--- src/rtl/fpcvt_pkg.sv ---
// Shared definitions for the fpcvt linear-to-float converter pipeline.
// Field widths, saturation limits and the {exp, sig} record used by rounder and packer.
package fpcvt_pkg;

    localparam int unsigned EXP_W_DEF = 3;
    localparam int unsigned SIG_W_DEF = 4;

    localparam logic [EXP_W_DEF-1:0] EMAX = '1;
    localparam logic [SIG_W_DEF-1:0] SMAX = '1;

    typedef struct packed {
        logic [EXP_W_DEF-1:0] exp;
        logic [SIG_W_DEF-1:0] sig;
    } fp_fields_t;

    typedef enum logic [1:0] {
        RND_NONE,
        RND_INC,
        RND_RENORM,
        RND_SAT
    } rnd_case_e;

endpackage

--- src/rtl/fp_round_core.sv ---
// Combinational round-half-up of a truncated {exp, sig} pair.
// Carry out of the widened adds picks renormalize or saturate; nothing ever wraps.
module fp_round_core
    import fpcvt_pkg::*;
#(
    parameter int unsigned EXP_W = EXP_W_DEF,
    parameter int unsigned SIG_W = SIG_W_DEF
) (
    input  logic [EXP_W-1:0] exp_in,
    input  logic [SIG_W-1:0] sig_in,
    input  logic             fifth_bit,
    output logic [EXP_W-1:0] exp_out,
    output logic [SIG_W-1:0] sig_out,
    output logic             round_up,
    output logic             saturated
);

    logic [SIG_W:0] sig_sum;
    logic [EXP_W:0] exp_sum;
    rnd_case_e      rnd_case;

    assign sig_sum = {1'b0, sig_in} + {{SIG_W{1'b0}}, 1'b1};
    assign exp_sum = {1'b0, exp_in} + {{EXP_W{1'b0}}, 1'b1};

    always_comb begin
        rnd_case = RND_NONE;
        if (fifth_bit) begin
            if (!sig_sum[SIG_W]) begin
                rnd_case = RND_INC;
            end else if (!exp_sum[EXP_W]) begin
                rnd_case = RND_RENORM;
            end else begin
                rnd_case = RND_SAT;
            end
        end
    end

    always_comb begin
        exp_out   = exp_in;
        sig_out   = sig_in;
        round_up  = 1'b0;
        saturated = 1'b0;
        unique case (rnd_case)
            RND_NONE: ;
            RND_INC: begin
                sig_out  = sig_sum[SIG_W-1:0];
                round_up = 1'b1;
            end
            // Significand carried out: leading 1 moves up one exponent step.
            RND_RENORM: begin
                exp_out  = exp_sum[EXP_W-1:0];
                sig_out  = {1'b1, {(SIG_W-1){1'b0}}};
                round_up = 1'b1;
            end
            RND_SAT: begin
                exp_out   = '1;
                sig_out   = '1;
                saturated = 1'b1;
            end
            default: ;
        endcase
    end

endmodule

--- src/rtl/fp_rounder.sv ---
// Registered rounding stage: one-cycle latency, valid-qualified, outputs hold when idle.
// Sits between the leading-zero/extract stage and the output packer.
module fp_rounder
    import fpcvt_pkg::*;
#(
    parameter int unsigned EXP_W = EXP_W_DEF,
    parameter int unsigned SIG_W = SIG_W_DEF
) (
    input  logic             clk,
    input  logic             rst_n,
    input  logic             in_valid,
    input  logic [EXP_W-1:0] exp_in,
    input  logic [SIG_W-1:0] sig_in,
    input  logic             fifth_bit,
    output logic             out_valid,
    output logic [EXP_W-1:0] exp_out,
    output logic [SIG_W-1:0] sig_out,
    output logic             round_up,
    output logic             saturated
);

    logic [EXP_W-1:0] exp_d,   exp_q;
    logic [SIG_W-1:0] sig_d,   sig_q;
    logic             rup_d,   rup_q;
    logic             sat_d,   sat_q;
    logic             valid_q;

    fp_round_core #(
        .EXP_W (EXP_W),
        .SIG_W (SIG_W)
    ) u_core (
        .exp_in    (exp_in),
        .sig_in    (sig_in),
        .fifth_bit (fifth_bit),
        .exp_out   (exp_d),
        .sig_out   (sig_d),
        .round_up  (rup_d),
        .saturated (sat_d)
    );

    always_ff @(posedge clk or negedge rst_n) begin
        if (!rst_n) begin
            valid_q <= 1'b0;
            exp_q   <= '0;
            sig_q   <= '0;
            rup_q   <= 1'b0;
            sat_q   <= 1'b0;
        end else begin
            valid_q <= in_valid;
            if (in_valid) begin
                exp_q <= exp_d;
                sig_q <= sig_d;
                rup_q <= rup_d;
                sat_q <= sat_d;
            end
        end
    end

    assign out_valid = valid_q;
    assign exp_out   = exp_q;
    assign sig_out   = sig_q;
    assign round_up  = rup_q;
    assign saturated = sat_q;

endmodule

--- config.mk ---
export PLATFORM = sky130hd
export DESIGN_NAME = fp_rounder
export DESIGN_NICKNAME = d
export VERILOG_FILES = /design/src/rtl/fpcvt_pkg.sv /design/src/rtl/fp_round_core.sv /design/src/rtl/fp_rounder.sv
export SDC_FILE = /design/constraint.sdc
export NUM_CORES = 1
export LEC_CHECK = 0
export ABC_AREA = 1
export CAP_MARGIN = 10
export CORE_AREA = 3 3 40 42
export CTS_BUF_LIST = sky130_fd_sc_hd__clkbuf_2
export CTS_CLUSTER_SIZE = 10
export DETAILED_ROUTE_END_ITERATION = 10
export DIE_AREA = 0 0 43 45
export MAX_ROUTING_LAYER = met4
export PLACE_DENSITY = 0.82
export SYNTH_ARGS = -nofsm -noshare
export SYNTH_HDL_FRONTEND = slang
export SYNTH_HIERARCHICAL = 1
export SYNTH_SLANG_ARGS = --single-unit
export TNS_END_PERCENT = 10
--- constraint.sdc ---
create_clock -name clk -period 0.85 [get_ports clk]
set_clock_uncertainty 0.05 [all_clocks]
set_input_delay 0.1275 -clock clk [delete_from_list [all_inputs] [get_ports clk]]
set_output_delay 0.1275 -clock clk [all_outputs]
set_load 0.05 [all_outputs]
==> impl_metrics.env, run 1 <==
export IMPL_outcome="complete, but fails checks"
export IMPL_failing_checks="negative setup slack"
export IMPL_postCtsHoldBufs=0
export IMPL_worst_r2r_path_depth=3
export IMPL_grt_max_degree=11
export IMPL_die_height_um=45
export IMPL_route_top_layer_used="met4"
export IMPL_clock_tree_htree_level_count=1
export IMPL_max_slew_margin_rel_pct=86.7
export IMPL_clkTransAtPathRegs_ps=90
export IMPL_ir_drop_v=0.000620
export IMPL_yosysTopAreaCellShare_pct=42.9
export IMPL_ys_ff_latch=10
export IMPL_crit_family="flip-flops"
export IMPL_path_cells="buf_12"
export IMPL_insertedDiodeCount=0
export IMPL_global_route_usage_total_pct=16.2
export IMPL_cp_num_buf_inv=1
export IMPL_async_reset_ff_share_pct=100
export IMPL_detail_route_drc_violations=0
export IMPL_synth_area_leaders="sky130_fd_sc_hd__dfrtp_1 (43%), sky130_fd_sc_hd__nand2_1 (26%), sky130_fd_sc_hd__ha_1 (4.3%)"
export IMPL_worst_path_max_fanout=2
export IMPL_finalWeightedCongestion=0.820
export IMPL_timing_critical_path_from_type="register"
export IMPL_final_design_area_no_fill_um2=1000
export IMPL_hold_path_class="input pin to async pin"
export IMPL_timing_worst_setup_path_type="register to output port"
export IMPL_worstPathRequired_ps=670
export IMPL_post_route_cells_drive_above_1_share_pct=36.3
export IMPL_top_achievable_clock_speed_mhz=997
export IMPL_wl_per_cell_um=10.6
export IMPL_port_buffers=20
export IMPL_netlist_instances=82
export IMPL_initial_antenna_violation_count=0
export IMPL_yosysTopAreaCell="sky130_fd_sc_hd__dfrtp_1"
export IMPL_critical_path_arrival_ps=830
export IMPL_rr_endpoint="round_up"
export IMPL_dieWidth_um=43
export IMPL_dp_final_hpwl_um=1120
export IMPL_core_rowCount=13
export IMPL_area_delta_synth_final_pct=71.9
export IMPL_synth_cell_area_um2=583
export IMPL_synth_main_ff_cell="sky130_fd_sc_hd__dfrtp_1"
export IMPL_cts_sinks=10
export IMPL_worstReg2RegStart="round_up"
export IMPL_tritoncts_num_buffers=3
export IMPL_setup_tns_final_ps=-1460
export IMPL_dieArea_um2=1940
export IMPL_post_route_period_util_pct=118
export IMPL_crit_path_end_kind="output port"
export IMPL_drt_iter0_markers=9
export IMPL_tritoncts="built"
export IMPL_yosysWarnings=6
export IMPL_ioPinCount=21
export IMPL_finalHoldViolCount=0
export IMPL_design_final_nets=127
export IMPL_num_vias=603
export IMPL_met2_length_um=742
export IMPL_cp_slowest_cell="sky130_fd_sc_hd__dfrtp_2"
export IMPL_leakagePower_nw=0.541
export IMPL_grt_pass1_vias=567
export IMPL_wl_met1_um=540
export IMPL_initial_utilization_pct=45.4
export IMPL_layout_setup_ws_ps=-153
export IMPL_synth_cells_most_frequent="sky130_fd_sc_hd__nand2_1 (41), sky130_fd_sc_hd__dfrtp_1 (10), sky130_fd_sc_hd__nor2_1 (5)"
export IMPL_edff_count_synth=0
export IMPL_tightestPinTransition_ps=199
export IMPL_reg2reg_slack_ps=20
export IMPL_synth_nets=95
export IMPL_wl_um=1360
export IMPL_placeableCoreArea_um2=1280
export IMPL_post_dp_cell_area_um2=968
export IMPL_slowest_delay_ps=440
export IMPL_layout_core_utilization_pct=78.0
export IMPL_clk_insertion_delay_late_ps=240
export IMPL_detail_route_vias_per_cell=4.71
export IMPL_count_of_maximum_capacitance_violations=0
export IMPL_finalWorstPathRequiredPeriod_ps=1000
export IMPL_synthesis_area_per_instance_um2=7.11
export IMPL_power_per_cell_area_nw_per_um2=1380
export IMPL_postRouteAntennaNets=0
export IMPL_cts_root_buf="sky130_fd_sc_hd__clkbuf_2"
export IMPL_drt_pass1_iter_count=2
export IMPL_grt_overflow_total=0
export IMPL_finalSetupViolCount=11
export IMPL_max_clock_path_buffers=2
export IMPL_grt_first_pass_wirelength_um=2270
export IMPL_synth_cell_type_count=17
export IMPL_worst_path_depth=1
export IMPL_synth_most_common_cell="sky130_fd_sc_hd__nand2_1"
export IMPL_synth_yosys_seq_area_share_pct=42.9
export IMPL_met3_length_um=57
export IMPL_drv_slew=0
export IMPL_power_total_mw=1.39
export IMPL_setup_repair_after_global_routing_missed_its_margin="yes"
-- area by class of cell --
class	instances	area, µm²
timing repair buffer	28	342
multi-input combinational	62	330
fill	93	283
tap	15	18.8
clock buffer	4	20.0
inverter	9	36.3
sequential	10	255
-- cells in the final DEF (no fill, tap or decap) --
cell,n
sky130_fd_sc_hd__a31oi_1,1
sky130_fd_sc_hd__dlygate4sd2_1,3
sky130_fd_sc_hd__buf_12,10
sky130_fd_sc_hd__inv_1,4
sky130_fd_sc_hd__a21oi_1,1
sky130_fd_sc_hd__nor2_1,5
sky130_fd_sc_hd__nand3_1,3
sky130_fd_sc_hd__buf_4,10
sky130_fd_sc_hd__ha_4,1
sky130_fd_sc_hd__inv_2,3
sky130_fd_sc_hd__clkinv_1,1
sky130_fd_sc_hd__xor2_1,1
sky130_fd_sc_hd__dfrtp_1,6
sky130_fd_sc_hd__clkbuf_2,6
sky130_fd_sc_hd__nand3b_1,1
sky130_fd_sc_hd__nand2_4,1
sky130_fd_sc_hd__nand2_1,40
sky130_fd_sc_hd__nand2_2,1
sky130_fd_sc_hd__ha_2,1
sky130_fd_sc_hd__nor2_4,1
sky130_fd_sc_hd__clkdlybuf4s50_1,2
sky130_fd_sc_hd__inv_4,1
sky130_fd_sc_hd__nand3_4,2
sky130_fd_sc_hd__dfrtp_2,4
sky130_fd_sc_hd__clkdlybuf4s15_1,1
sky130_fd_sc_hd__o21ai_1,3
-- what timing repair did --
item | CTS | global route
setup buffers | 1 | 0
pin swaps | 4 | 0
gates resized for setup | 16 | 11
endpoints found under the setup margin | 19 | 19
-- where the power goes --
| part | switching, mW | internal, mW |
|---|---|---|
| logic | 0.290 | 0.265 |
| registers | 0.0450 | 0.520 |
| clock network | 0.139 | 0.125 |
| total | 0.474 | 0.911 |
-- worst max-delay path by stage --
stage               slack, ps       start    endpoint
floorplan                 -30   saturated   saturated
global placement         -640   sig_in[1]  exp_out[2]
detailed placement       -710   sig_in[1]  exp_out[2]
CTS                      -170  exp_out[1]  exp_out[1]
global route             -200    round_up    round_up
finish                   -150  exp_out[1]  exp_out[1]
-- registers in the layout (all words and copies together) (netlist names) --
signal / flops
sig_out: 4
exp_out: 3
out_valid: 1
round_up: 1
saturated: 1
-- through the flow --
| stage | cells | setup WS (ps) | hold slack (ps) |
|---|---|---|---|
| 6_report | 128 | -153 | 123 |
| 5_1_grt | 128 | -200 | 114 |
| 4_1_cts | 128 | -172 | 116 |
| 3_5_place_dp | 123 | -710 | 392 |
| 3_3_place_gp | 123 | -644 | 379 |
| 2_1_floorplan | 82 | -32.5 | -218 |
-- per-layer routing --
metal	global-route usage, %	vias to the layer above
met5	-	-
met4	7.23	0
met3	2.79	2
met2	29.9	20
met1	16.8	266
li1	-	315
-- cell families (layout without fill, tap and decap cells) --
group	count (synthesis)	after routing	synth area share [%]
and+or+nand+nor	54	54	39.1
DFF	10	10	42.9
buffers and inverters	10	41	7.72
AOI/OAI and AO/OA	5	5	4.51
adders and majority gates	2	2	4.29
xor gates and xnor gates	1	1	1.50
(Power assumes the default switching activity.)
==> inputs of run 2 (changes only) <==
- ABC_AREA: 1 -> default
- CORE_AREA: 3 3 40 42 -> default
- CORE_MARGIN: default -> 5
- CORE_UTILIZATION: default -> 45
- DIE_AREA: 0 0 43 45 -> default
- PLACE_DENSITY: 0.82 -> 0.83
- clock period: 0.85 -> 1.1 ns (I/O delays scaled with it)
==> run 2 against run 1 <==
  * The run still ends with negative setup slack left
  * Sequential share of layout area shrank 2.6 points
  * Via count fell by 11%
  * Sequential cell count is the same
  * Die area is 12% higher
  * Wire length up 34%
  * Cell count is 23% lower
  * First-iteration DRC count down 22%
  * Combinational power decreased by 5.9%
  * Non-clock buffer count up 6
  * Register-to-register slack gained 190 ps
==> impl_metrics.env, run 2 <==
export IMPL_p_sw_share_pct=34.8
export IMPL_timing_worst_setup_path_type="input pin to register"
export IMPL_placeableCoreArea_um2=1280
export IMPL_dieArea_um2=2160
export IMPL_clkTransAtPathRegs_ps=110
export IMPL_top_achievable_clock_speed_mhz=843
export IMPL_max_slew_margin_rel_pct=87.0
export IMPL_worst_r2r_path_depth=1
export IMPL_finalWeightedCongestion=0.680
export IMPL_insertedDiodeCount=0
export IMPL_max_clock_path_buffers=2
export IMPL_wl_per_cell_um=18.3
export IMPL_design_final_nets=98
export IMPL_ir_drop_v=0.000794
export IMPL_post_route_period_util_pct=108
export IMPL_tritoncts_num_buffers=3
export IMPL_initial_utilization_pct=46.5
export IMPL_netlist_instances=48
export IMPL_clk_insertion_delay_late_ps=250
export IMPL_synth_yosys_seq_area_share_pct=41.8
export IMPL_outcome="complete, but fails checks"
export IMPL_count_of_maximum_capacitance_violations=0
export IMPL_detail_route_vias_per_cell=5.42
export IMPL_worst_path_max_fanout=4
export IMPL_met3_length_um=69
export IMPL_sequentialPowerShare_pct=38.3
export IMPL_power_per_cell_area_nw_per_um2=1070
export IMPL_drt_iter0_markers=7
export IMPL_area_delta_synth_final_pct=83.3
export IMPL_drv_slew=0
export IMPL_wl_met1_um=804
export IMPL_layout_cells_most_common="sky130_fd_sc_hd__buf_4"
export IMPL_drt_pass1_iter_count=4
export IMPL_setup_repair_after_global_routing_missed_its_margin="yes"
export IMPL_dp_final_hpwl_um=1350
export IMPL_postRouteAntennaNets=0
export IMPL_largest_register_ff_count=4
export IMPL_synth_nets=61
export IMPL_failing_checks="negative setup slack"
export IMPL_cts_sinks=10
export IMPL_post_route_cells_drive_above_1_share_pct=69.0
export IMPL_wl_um=1810
export IMPL_grt_pass1_vias=600
export IMPL_ys_ff_latch=10
export IMPL_finalHoldViolCount=0
export IMPL_detail_route_drc_violations=0
export IMPL_power_frac_clock_pct=17.3
export IMPL_synthesis_area_per_instance_um2=12.5
export IMPL_async_reset_ff_share_pct=100
export IMPL_grt_first_pass_wirelength_um=2940
export IMPL_synth_cell_type_count=20
export IMPL_final_design_area_no_fill_um2=1100
export IMPL_core_rowCount=13
export IMPL_grt_overflow_total=0
export IMPL_synth_most_common_cell="sky130_fd_sc_hd__dfrtp_1"
export IMPL_met2_length_um=916
export IMPL_crit_path_end_kind="register"
export IMPL_post_dp_cell_area_um2=1020
export IMPL_die_height_um=46.5
export IMPL_tightestPinTransition_ps=193
export IMPL_synth_cells_most_frequent="sky130_fd_sc_hd__dfrtp_1 (10), sky130_fd_sc_hd__mux2_4 (9), sky130_fd_sc_hd__a21oi_1 (5)"
export IMPL_dieWidth_um=46.5
export IMPL_grt_max_degree=11
export IMPL_edff_count_synth=0
export IMPL_p_sw_mw=0.410
export IMPL_clock_tree_htree_level_count=1
export IMPL_route_top_layer_used="met4"
export IMPL_num_vias=537
export IMPL_critical_path_arrival_ps=1270
export IMPL_yosysTopAreaCellShare_pct=41.8
export IMPL_synth_main_ff_cell="sky130_fd_sc_hd__dfrtp_1"
export IMPL_layout_setup_ws_ps=-85.8
export IMPL_hold_path_class="input pin to async pin"
export IMPL_synth_cell_area_um2=598
export IMPL_synth_area_leaders="sky130_fd_sc_hd__dfrtp_1 (42%), sky130_fd_sc_hd__mux2_4 (23%), sky130_fd_sc_hd__a21oi_1 (4.2%)"
export IMPL_cts_root_buf="sky130_fd_sc_hd__clkbuf_2"
export IMPL_cell_internal_pwr_mw=0.767
export IMPL_global_route_usage_total_pct=20.7
export IMPL_yosysTopAreaCell="sky130_fd_sc_hd__dfrtp_1"
export IMPL_initial_antenna_violation_count=0
export IMPL_combinational_share_of_power_pct=44.4
export IMPL_ioPinCount=21
export IMPL_worstPathRequired_ps=1180
export IMPL_yosysWarnings=6
export IMPL_leakagePower_nw=0.502
export IMPL_final_cell_mix="sky130_fd_sc_hd__buf_4 (12), sky130_fd_sc_hd__buf_12 (11), sky130_fd_sc_hd__dfrtp_1 (10)"
export IMPL_tritoncts="built"
export IMPL_finalWorstPathRequiredPeriod_ps=1190
export IMPL_finalSetupViolCount=5
export IMPL_port_buffers=20
export IMPL_hold_ws_ps=135
export IMPL_timing_critical_path_from_type="input pin"
run 2: layout make-up:
type	instances	area [µm²]
Multi-Input combinational cell	35	377
Timing Repair Buffer	34	428
Clock inverter	1	3.75
Clock buffer	3	15.0
Tap cell	15	18.8
Inverter	1	3.75
Fill cell	60	189
Sequential cell	10	250
run 2: power by group through the flow:
stage	clock network [mW]	registers [mW]	logic, mW
6_report	0.203	0.451	0.522
3_5_place_dp	0	0.456	0.503
4_1_cts	0.213	0.451	0.516
3_3_place_gp	0	0.451	0.493
5_1_grt	0.233	0.457	0.546
2_1_floorplan	0	0.561	0.114
run 2: repair_timing:
action / CTS / global route
buffers inserted: 1 / 0
pin swaps: 1 / 1
hold buffers: 0 / 0
gates resized for setup: 35 / 5
setup endpoints to repair: 9 / 13
run 2: metal layers:
metal  up-vias  global-route usage [%]
met3         2                    3.91
li1        252                       -
met4         0                    7.39
met1       269                    27.5
met5         -                       -
met2        14                    31.3
run 2: critical path: stages:
cell,delay (ps)
sky130_fd_sc_hd__buf_8,100
sky130_fd_sc_hd__ha_4,160
sky130_fd_sc_hd__and4_4,180
sky130_fd_sc_hd__and2_4,140
sky130_fd_sc_hd__a311o_1,260
sky130_fd_sc_hd__mux2_4,260
run 2: path summary, 6_finish.rpt:
check	start	end	slack, ps
hold / removal	rst_n	exp_out[1]	140
min in group clk	fifth_bit	sig_out[2]	350
setup / recovery	sig_in[1]	sig_out[1]	-90
hold reg to reg	sig_out[1]	sig_out[1]	550
max in group asynchronous	rst_n	sig_out[1]	710
setup reg to reg	exp_out[2]	exp_out[2]	210
run 2: cells by family after synthesis:
| group | count (synthesis) | share of synthesized area (%) |
|---|---|---|
| and+or+nand+nor | 14 | 14.4 |
| muxes | 11 | 26.4 |
| DFF | 10 | 41.8 |
| AOI/OAI and AO/OA | 8 | 8.79 |
| buffers and inverters | 3 | 4.39 |
| adders and majority gates | 2 | 4.18 |
run 2: stage by stage:
step | utilization, % | setup slack, ps | setup TNS, ps | instances | total power, mW
4_1_cts | 84.2 | -67.3 | -128 | 99 | 1.18
3_5_place_dp | 79.2 | -808 | -5970 | 94 | 0.959
5_1_grt | 85.3 | -80.7 | -332 | 99 | 1.24
2_1_floorplan | - | -193 | -588 | 48 | 0.676
3_3_place_gp | 79.2 | -729 | -5570 | 94 | 0.944
6_report | 85.3 | -85.8 | -227 | 99 | 1.18
